### src/rtl/cmn_params.sv
// rtl/cmn_params.sv - shared datapath geometry for the XGMII-side blocks
package cmn_params;

    localparam int N_CHANNELS = 4;
    localparam int W_BYTE     = 8;

endpackage

### src/rtl/mac_params.sv
// rtl/mac_params.sv - MAC TX symbols, preamble, counter widths and framer state type
package mac_params;

    import cmn_params::*;

    localparam logic [W_BYTE-1:0] SYM_IDLE  = 8'h07;
    localparam logic [W_BYTE-1:0] SYM_START = 8'hFB;
    localparam logic [W_BYTE-1:0] SYM_TERM  = 8'hFD;
    localparam logic [W_BYTE-1:0] SYM_ERROR = 8'hFE;
    localparam logic [W_BYTE-1:0] SYM_SFD   = 8'hD5;
    localparam logic [W_BYTE-1:0] SYM_PRE   = 8'h55;

    localparam int MAC_HDR_CNT   = 2;
    localparam int W_MAC_HDR_CNT = $clog2(MAC_HDR_CNT);
    localparam int N_PRE_BYTES   = MAC_HDR_CNT * N_CHANNELS;
    localparam int W_PRE_IDX     = $clog2(N_PRE_BYTES);

    // Index 0 is the first byte on the wire (lane 0 of header word 0).
    localparam logic [N_PRE_BYTES-1:0][W_BYTE-1:0] MAC_PREAMBLE =
        {SYM_SFD, {6{SYM_PRE}}, SYM_START};

    localparam int W_FRAME_CNT = 32;
    localparam int W_ERR_CNT   = 16;

    typedef enum logic [4:0] {
        ST_IDLE = 5'b00001,
        ST_HDR  = 5'b00010,
        ST_DATA = 5'b00100,
        ST_IFG  = 5'b01000,
        ST_ERR  = 5'b10000
    } framegen_state_t;

endpackage

### src/rtl/cmn_sat_cnt.sv
// rtl/cmn_sat_cnt.sv - saturating up-counter with synchronous clear
module cmn_sat_cnt #(
    parameter int W = 16
) (
    input  logic         i_clk,
    input  logic         inc,
    input  logic         clr,
    output logic [W-1:0] cnt
);

    always_ff @(posedge i_clk) begin
        if (clr) begin
            cnt <= '0;
        end else if (inc && (cnt != '1)) begin
            cnt <= cnt + W'(1);
        end
    end

endmodule

### src/rtl/mac_tx_framegen.sv
// rtl/mac_tx_framegen.sv - builds XGMII TX words (preamble, payload, idle, error) from mac_tx_ctrl strobes
module mac_tx_framegen
    import cmn_params::*;
    import mac_params::*;
(
    input  logic                                 i_clk,
    input  logic                                 i_reset,
    input  logic                                 i_clk_en,
    input  logic [W_MAC_HDR_CNT-1:0]             i_hdr_id,
    input  logic                                 i_gen_hdr,
    input  logic                                 i_gen_data,
    input  logic                                 i_gen_idle,
    input  logic                                 i_gen_ifg,
    input  logic                                 i_gen_error,
    input  logic                                 i_buf_empty,
    input  logic [N_CHANNELS-1:0]                i_buf_rctrl,
    input  logic [N_CHANNELS-1:0][W_BYTE-1:0]    i_buf_rdata,
    output logic [N_CHANNELS-1:0]                o_xgmii_txc,
    output logic [N_CHANNELS-1:0][W_BYTE-1:0]    o_xgmii_txd,
    output logic [W_FRAME_CNT-1:0]               o_frame_cnt,
    output logic [W_ERR_CNT-1:0]                 o_err_cnt,
    output logic                                 o_underrun
);

    framegen_state_t                      state, state_nxt;
    logic [W_MAC_HDR_CNT:0]               hdr_cnt, hdr_cnt_nxt;
    logic [N_CHANNELS-1:0]                txc_nxt;
    logic [N_CHANNELS-1:0][W_BYTE-1:0]    txd_nxt;
    logic                                 underrun_nxt;
    logic                                 frame_inc;
    logic                                 err_inc;
    logic                                 has_term;
    logic                                 hdr_ok;
    logic                                 hdr_done;
    logic                                 underrun;
    logic [W_PRE_IDX-1:0]                 pidx;

    // hdr_cnt counts header words already emitted, so it doubles as the next expected id.
    assign hdr_ok   = ((state == ST_IDLE) || (state == ST_HDR)) &&
                      ({1'b0, i_hdr_id} == hdr_cnt);
    assign hdr_done = (hdr_cnt == (W_MAC_HDR_CNT+1)'(MAC_HDR_CNT));
    assign underrun = i_gen_data && i_buf_empty;

    always_comb begin
        has_term = 1'b0;
        for (int j = 0; j < N_CHANNELS; j++) begin
            if (i_buf_rctrl[j] && (i_buf_rdata[j] == SYM_TERM)) has_term = 1'b1;
        end
    end

    always_ff @(posedge i_clk) begin
        if (i_reset) begin
            state   <= ST_IDLE;
            hdr_cnt <= '0;
        end else if (i_clk_en) begin
            state   <= state_nxt;
            hdr_cnt <= hdr_cnt_nxt;
        end
    end

    always_comb begin
        state_nxt   = state;
        hdr_cnt_nxt = hdr_cnt;
        if (i_gen_error) begin
            state_nxt = ST_ERR;
        end else if (!i_gen_hdr && underrun) begin
            state_nxt = ST_ERR;
        end else begin
            unique case (state)
                ST_IDLE, ST_HDR: begin
                    if (i_gen_hdr) begin
                        state_nxt   = hdr_ok ? ST_HDR : ST_ERR;
                        hdr_cnt_nxt = hdr_cnt + 1'b1;
                    end else if (i_gen_data) begin
                        if (state == ST_HDR && hdr_done) state_nxt = has_term ? ST_IFG : ST_DATA;
                        else                             state_nxt = ST_ERR;
                    end else if ((i_gen_idle || i_gen_ifg) && state == ST_HDR) begin
                        state_nxt = ST_ERR;
                    end
                end
                ST_DATA: begin
                    if (i_gen_hdr || i_gen_idle || i_gen_ifg) state_nxt = ST_ERR;
                    else if (i_gen_data && has_term)          state_nxt = ST_IFG;
                end
                ST_IFG: begin
                    if (i_gen_hdr)       state_nxt = ST_ERR;
                    else if (i_gen_idle) state_nxt = ST_IDLE;
                end
                ST_ERR: begin
                    if (i_gen_idle || i_gen_ifg) state_nxt = ST_IDLE;
                end
                default: state_nxt = ST_IDLE;
            endcase
        end
        if (state_nxt != ST_HDR) hdr_cnt_nxt = '0;
    end

    always_comb begin
        txc_nxt      = '1;
        txd_nxt      = {N_CHANNELS{SYM_IDLE}};
        underrun_nxt = 1'b0;
        frame_inc    = 1'b0;
        pidx         = '0;
        if (i_gen_error) begin
            txd_nxt = {N_CHANNELS{SYM_ERROR}};
        end else if (i_gen_hdr) begin
            if (hdr_ok) begin
                for (int j = 0; j < N_CHANNELS; j++) begin
                    pidx       = W_PRE_IDX'(int'(i_hdr_id) * N_CHANNELS + j);
                    txd_nxt[j] = MAC_PREAMBLE[pidx];
                    txc_nxt[j] = (pidx == '0);
                end
            end else begin
                txd_nxt = {N_CHANNELS{SYM_ERROR}};
            end
        end else if (i_gen_data) begin
            if (i_buf_empty) begin
                txd_nxt      = {N_CHANNELS{SYM_ERROR}};
                underrun_nxt = 1'b1;
            end else if (state == ST_DATA || state == ST_IFG || (state == ST_HDR && hdr_done)) begin
                txc_nxt   = i_buf_rctrl;
                txd_nxt   = i_buf_rdata;
                frame_inc = has_term && (state != ST_IFG);
            end else begin
                txd_nxt = {N_CHANNELS{SYM_ERROR}};
            end
        end
    end

    always_ff @(posedge i_clk) begin
        if (i_reset) begin
            o_xgmii_txc <= '1;
            o_xgmii_txd <= {N_CHANNELS{SYM_IDLE}};
            o_underrun  <= 1'b0;
        end else begin
            o_underrun <= i_clk_en && underrun_nxt;
            if (i_clk_en) begin
                o_xgmii_txc <= txc_nxt;
                o_xgmii_txd <= txd_nxt;
            end
        end
    end

    assign err_inc = (state_nxt == ST_ERR) && (state != ST_ERR);

    cmn_sat_cnt #(.W(W_FRAME_CNT)) u_frame_cnt (
        .i_clk (i_clk),
        .inc   (i_clk_en && frame_inc),
        .clr   (i_reset),
        .cnt   (o_frame_cnt)
    );

    cmn_sat_cnt #(.W(W_ERR_CNT)) u_err_cnt (
        .i_clk (i_clk),
        .inc   (i_clk_en && err_inc),
        .clr   (i_reset),
        .cnt   (o_err_cnt)
    );

    a_strobe_onehot: assert property (@(posedge i_clk) disable iff (i_reset)
        i_clk_en |-> $onehot0({i_gen_hdr, i_gen_data, i_gen_idle, i_gen_ifg, i_gen_error}));

endmodule
### config.mk
export PLATFORM = sky130hd
export DESIGN_NAME = mac_tx_framegen
export DESIGN_NICKNAME = d
export VERILOG_FILES = /design/src/rtl/cmn_params.sv /design/src/rtl/mac_params.sv /design/src/rtl/cmn_sat_cnt.sv /design/src/rtl/mac_tx_framegen.sv
export SDC_FILE = /design/constraint.sdc
export NUM_CORES = 1
export LEC_CHECK = 0
export CAP_MARGIN = 20
export CORE_MARGIN = 5
export CORE_UTILIZATION = 36
export DETAILED_ROUTE_END_ITERATION = 8
export PLACE_DENSITY_LB_ADDON = 0.25
export SLEW_MARGIN = 0
export SYNTH_ARGS = -nofsm -noshare
export SYNTH_HDL_FRONTEND = slang
export SYNTH_SLANG_ARGS = --single-unit
### constraint.sdc
create_clock -name i_clk -period 3.1 [get_ports i_clk]
set_input_delay 0.31 -clock i_clk [delete_from_list [all_inputs] [get_ports i_clk]]
set_output_delay 0.31 -clock i_clk [all_outputs]
set_load 0.1 [all_outputs]
---- Yosys cells after proc, flatten, opt, wreduce, memory -nomap -nowiden ----
Memory sizes are Yosys's and may differ from the RTL's.
Index checks and enable logic that the tools add are counted.
cells by class
  add/sub/neg operators ................... 6
  order comparisons ....................... 4
  eq/ne operators ......................... 19
  mux-type cells .......................... 49
  reduce and logical (&&, ||, !) cells .... 32
operators by type and width
  operator                 count
  $mux W32                 6
  $mux W5                  12
  $mux W8                  5
  $add A32 B1 Y32 const B  1
  $eq A8 B8 Y1 const B     4
  $ne A32 B32 Y1 const B   1
  $mux W4                  7
  $pmux W5 S4              1
  $logic_and A1 B1 Y1      17
  $add A16 B1 Y16 const B  1
  $lt A3 B4 Y1 const B     4
  $ne A16 B16 Y1 const B   1
  $mux W1                  13
  $logic_not A3 Y1         4
  $eq A5 B5 Y1 const B     2
  $mux W2                  5
  $add A3 B2 Y3 const B    2
  $logic_or A1 B1 Y1       6
  $eq A5 B1 Y1 const B     1
  $eq A5 B2 Y1 const B     1
  $eq A5 B3 Y1 const B     1
  $eq A5 B4 Y1 const B     1
  $ne A5 B2 Y1 const B     1
  $ne A5 B4 Y1 const B     1
  other kinds (10)         12
storage, ports and cells
  register bits ........................... 92
  bits in read-only memories .............. 192
  input bits .............................. 46
  output and inout bits ................... 85
  word-level logic and storage cells ...... 123
  memories ................................ 3
memories
  memory           depth  width  rd ports  clocked after memory_dff  wr ports  RTL line                RTL
  (no name shown)  8      8      1         0                         0         mac_tx_framegen.sv:110  txd_nxt[j] = MAC_PREAMBLE[pidx];
  (no name shown)  8      8      1         0                         0         mac_tx_framegen.sv:110
  (no name shown)  8      8      1         0                         0         mac_tx_framegen.sv:110

---- Depth between registers and ports, before layout ----
  word-level depth ........................ 17
  gate-level depth with buffers ........... 10
  mapped depth without buffers ............ 8

---- Cells and area by module ----
A second synthesis with hierarchy kept.
second synthesis, totals
  cells, all modules ...................... 586
  area, all modules ....................... 4901.0 um2
modules (own cells, without submodules)
  module                     times used  cells each  area an instance (um2)
  mac_tx_framegen            1           288         2378.5
  cmn_sat_cnt (u_frame_cnt)  1           199         1674.1
  cmn_sat_cnt (u_err_cnt)    1           99          848.3

---- Worst setup path before layout ----
No wires, ideal clock.
  path kind ............................... register -> register
  start point ............................. register u_frame_cnt.cnt[8]
  end point ............................... register u_frame_cnt.cnt[1]
  data arrival time ....................... 2.776 ns
  required time ........................... 2.972 ns
  path slack .............................. 0.196 ns
  stages on the path, launching flop included .. 9
  buffers on the path ..................... 2
  period minus slack after synthesis ...... 2.904 ns
  path through ............................ dfxtp_1 nand4_1 nor4_1 and3_1 or4_4 buf_2 buf_2 mux2i_1 nor2_1
on the way
  word-level cells in the longest chain between the ends .. 2
RTL lines
  item                    RTL line           RTL
  start, declared         cmn_sat_cnt.sv:8   output logic [W-1:0] cnt
  start signal, assigned  cmn_sat_cnt.sv:15  cnt <= cnt + W'(1);
  $ne A32 B32 Y1          cmn_sat_cnt.sv:14  end else if (inc && (cnt != '1)) begin
  $logic_and A1 B1 Y1     cmn_sat_cnt.sv:14
No other way between the ends.
A chain may end at the register's enable or synchronous reset.

---- Worst setup path in the final report ----
  start point ............................. register state[4]
  end point ............................... register u_frame_cnt.cnt[12]
on the way
  word-level cells in the longest chain between the ends .. 10
  elaborated cells between the ends (all ways) .. 15
  those cells by class .................... eq/ne: 4; mux: 5; reduce/logical: 6
RTL lines
  item                                                       RTL line                RTL
  start, declared                                            mac_tx_framegen.sv:25   framegen_state_t state, state_nxt;
  start signal, assigned                                     mac_tx_framegen.sv:56   state <= state_nxt;
  $eq A5 B3 Y1 (tied with other cells)                       mac_tx_framegen.sv:120  end else if (state == ST_DATA || state == ST_IFG || (state == ST_HDR && hdr_done)) begin
  $logic_or A1 B1 Y1 or $logic_and A1 B1 Y1 (tied branches)  mac_tx_framegen.sv:120
  $logic_or A1 B1 Y1                                         mac_tx_framegen.sv:120
  $mux W1 *                                                  mac_tx_framegen.sv:120
  $mux W1 *                                                  mac_tx_framegen.sv:117  if (i_buf_empty) begin
  $mux W1 *                                                  mac_tx_framegen.sv:116  end else if (i_gen_data) begin
  $mux W1 *                                                  mac_tx_framegen.sv:106  end else if (i_gen_hdr) begin
  $mux W1 *                                                  mac_tx_framegen.sv:104  if (i_gen_error) begin
  $logic_and A1 B1 Y1 *                                      mac_tx_framegen.sv:148  .inc (i_clk_en && frame_inc),
  $logic_and A1 B1 Y1 *                                      cmn_sat_cnt.sv:14
Every way passes the cells marked *; elsewhere a longest branch is shown, timed or not.

==> impl_metrics.tcl <==
set metrics [dict create \
    run_status "completed" \
    tritoncts "done" \
    vdd_drop_max_mv 0.263 \
    rsz0062_at_grt "false" \
    ctsHoldBuffers 0 \
    multiInputGateArea_um2 2590 \
    relSlewSlack_pct 32.6 \
    top_level_ports 131 \
    layout.nets 753 \
    fin_tns_setup_ps 0 \
    syn-cell-area_um2 4640 \
    rr_endpoint "u_frame_cnt.cnt[12]" \
    setup.worst_path.start_class "flop" \
    port_buffers 130 \
    hold_ws_ps 342 \
    n_fill_cell 1236 \
    ys_seq_elements 92 \
    num_antenna_cells 0 \
    min_period_over_period_pct 86.9 \
    reg2reg_slack_ps 410 \
    cts_buffers 9 \
    postCtsSetupRepairBufs 0 \
    pre_cts_ws_ps 90.3 \
    worstSetupPathType "reg2reg" \
    crit_slowest_cell "dfxtp_1" \
    start_util_pct 36.8 \
    critPathMaxStageDelay_ps 580 \
    postRouteWirelength_um 14700 \
    area_growth_pct 37.8 \
    die_h_um 124 \
    maxClockFrequency_mhz 371 \
    gp_congestion 0.885 \
    min_period_ps 2690 \
    crit_arrival_ps 2930 \
    grt_pass1_vias 4698 \
    ant_nets 0 \
    min_from "i_reset" \
    cts_resized 0 \
    grt_usage_pct 19.0 \
    synth_top_area_share_pct 39.7 \
    hold_depth 2 \
    p_leak_nw 2.19 \
    critPathBufInv 1 \
    syn_nets 629 \
    synth_top_area_cell "dfxtp_1" \
    clockBufferDepth 2 \
    worstMarginPinSlew_ps 1010 \
    rows 41 \
    die_x_um 124 \
    firstDrtPassIters 5 \
    synth_area_leaders "dfxtp_1 40%, a21oi_1 6.4%, o21ai_0 6.3%" \
    fin_ws_ps 405 \
    synth_edf_count 0 \
    cts-root-buf "clkbuf_16" \
    worst_hold_path_type "in2reg" \
    finalClockSkew_ps 8.46 \
    synthArstFlopShare_pct 0 \
    path_cells "or3_4 -> nor2_2 -> or3_1 -> or4_4 -> buf_4 -> nor3_1 -> mux2_2" \
    drcViolationCount 0 \
    num_vias 4944 \
    grt_pass1_wl_um 23200 \
    dieArea_um2 15300 \
    maxCapViolations 0 \
    rr_startpoint "state[4]" \
    avgViaCountPerCell 5.61 \
    powerDensity_nw_per_um2 470 \
    crit_family "simple AND/OR/NAND/NOR gates" \
    cp-end-kind "flop" \
    cp.required_ps 3340 \
    cts.sinks 92 \
    gr-total-overflow 0 \
    syn_avg_cell_area_um2 8.01 \
    setup_viol 0 \
    ys_seq_area_share_pct 39.7 \
    cp_max_fo 16 \
    ys_types 57 \
    drt_iter0_markers 312 \
    clkTransAtPathRegs_ps 70 \
    antenna_found_initial 0 \
    insertion_delay_ps 350 \
    dp_hpwl_um 10800 \
    final_hold_viol_count 0 \
    maxSlewViolCount 0 \
    coreArea_um2 12600 \
    r2r_cells 7 \
    yosysWarnings 0 \
    regArea_um2 1840 \
    synth_flop_cell "dfxtp_1" \
    drive_gt1_share_pct 11.4 \
    htreeDepth 3 \
    hold_path_end "u_frame_cnt.cnt[0]" \
    grt_max_degree 42 \
    wl_per_cell_um 16.6 \
    syn_inst 580 \
]
[worst max path at each step]
stage                             startpoint                  end  slack, ps  depth (start not counted)
final                               state[4]  u_frame_cnt.cnt[12]        410                          7
after global routing                state[4]  u_frame_cnt.cnt[12]        310                          7
after CTS                           state[4]  u_frame_cnt.cnt[12]        420                          7
after detailed placement     i_buf_rdata[14]  u_frame_cnt.cnt[12]         90                          8
after global placement       i_buf_rdata[13]  u_frame_cnt.cnt[12]        170                          8
after floorplan           u_frame_cnt.cnt[8]   u_frame_cnt.cnt[1]        200                          8
[logic make-up after synthesis]
family,after synthesis,synth area share (%)
adder cells (fa/ha/maj),3,0.808
AND/OR/NAND/NOR,242,28.5
XOR/XNOR,6,1.13
multiplexers,6,1.37
flip-flops,92,39.7
AO/OA/AOI/OAI,184,23.9
buffers and inverters,47,4.58
[where the power goes]
| part | switching, mW | total, mW | leakage [nW] | internal [mW] |
|---|---|---|---|---|
| clock | 0.494 | 1.23 | 0.160 | 0.738 |
| sequential | 0.0279 | 1.24 | 0.750 | 1.22 |
| combinational | 0.372 | 0.533 | 1.28 | 0.161 |
[final cells by class]
class                           instances  share of cell area, %
Timing Repair Buffer                  150                   21.6
Sequential cell                        92                   28.8
Inverter                               10                  0.587
Clock inverter                          6                   1.47
Clock buffer                           10                   3.73
Tap cell                              172                   3.36
Multi-Input combinational cell        441                   40.5
[metrics by stage]
step	utilization, %	std cells	area (µm²)	power [mW]
finish	50.7	881	6400	3.01
global route	50.7	881	6400	3.11
CTS	50.7	881	6400	3.04
detailed placement	48.1	865	6070	1.80
global placement	48.1	865	6070	1.80
floorplan	-	580	4640	1.62
[registers in the layout, indices dropped and copies added, names as in the netlist]
| signal | flops |
|---|---|
| o_xgmii_txd | 32 |
| u_frame_cnt.cnt | 32 |
| u_err_cnt.cnt | 16 |
| state | 5 |
| o_xgmii_txc | 4 |
| hdr_cnt | 2 |
| o_underrun | 1 |
[per-layer routing]
metal	vias to the layer above	share of wire [%]	track usage, %
met5	-	0	0
met4	0	1.4	6.71
met3	13	5.3	3.95
met2	130	48	30.6
met1	2371	45	25.2
li1	2430	-	-
[layout by cell type (no fill, tap or decap), drive strengths merged, types with 2 or more instances in the layout]
cell type,synthesis,final
nand2,34,34
and3,7,7
nand3,25,25
and2,3,3
xor2,6,6
o211ai,2,2
and4,4,4
a21oi,59,59
nor4b,2,2
o21ai,59,59
o31a,6,6
nor3,13,13
clkbuf,20,10
o22ai,5,5
nor2b,5,5
a211oi,18,18
clkdlybuf4s50,0,103
nand2b,12,12
mux2i,3,3
ha,3,3
a31oi,3,3
inv,9,12
buf,17,47
or4,12,12
nor4,8,8
nand4b,2,2
o31ai,13,13
or2,7,7
or4b,2,2
or3,34,34
bufinv,0,2
nor2,49,49
o311a,2,2
a21o,4,4
mux2,3,3
nand4,22,22
a311oi,5,5
dfxtp,92,92
[synthesized netlist by cell type, types with 5 or more instances]
cell type	instances
nand4_1	22
nand2_1	34
or3_1	33
nand3_1	25
dfxtp_1	92
o31ai_1	12
nor2b_1	5
nor3_1	12
a211oi_1	18
o21ai_0	58
and3_1	7
or2_2	7
a21oi_1	59
or4_1	11
a311oi_1	5
nor2_1	48
nor4_1	8
xor2_1	6
inv_1	8
buf_2	11
nand2b_1	12
clkbuf_1	20
o31a_1	6
o22ai_1	5
Note: power is estimated with default switching activity, not from simulation.
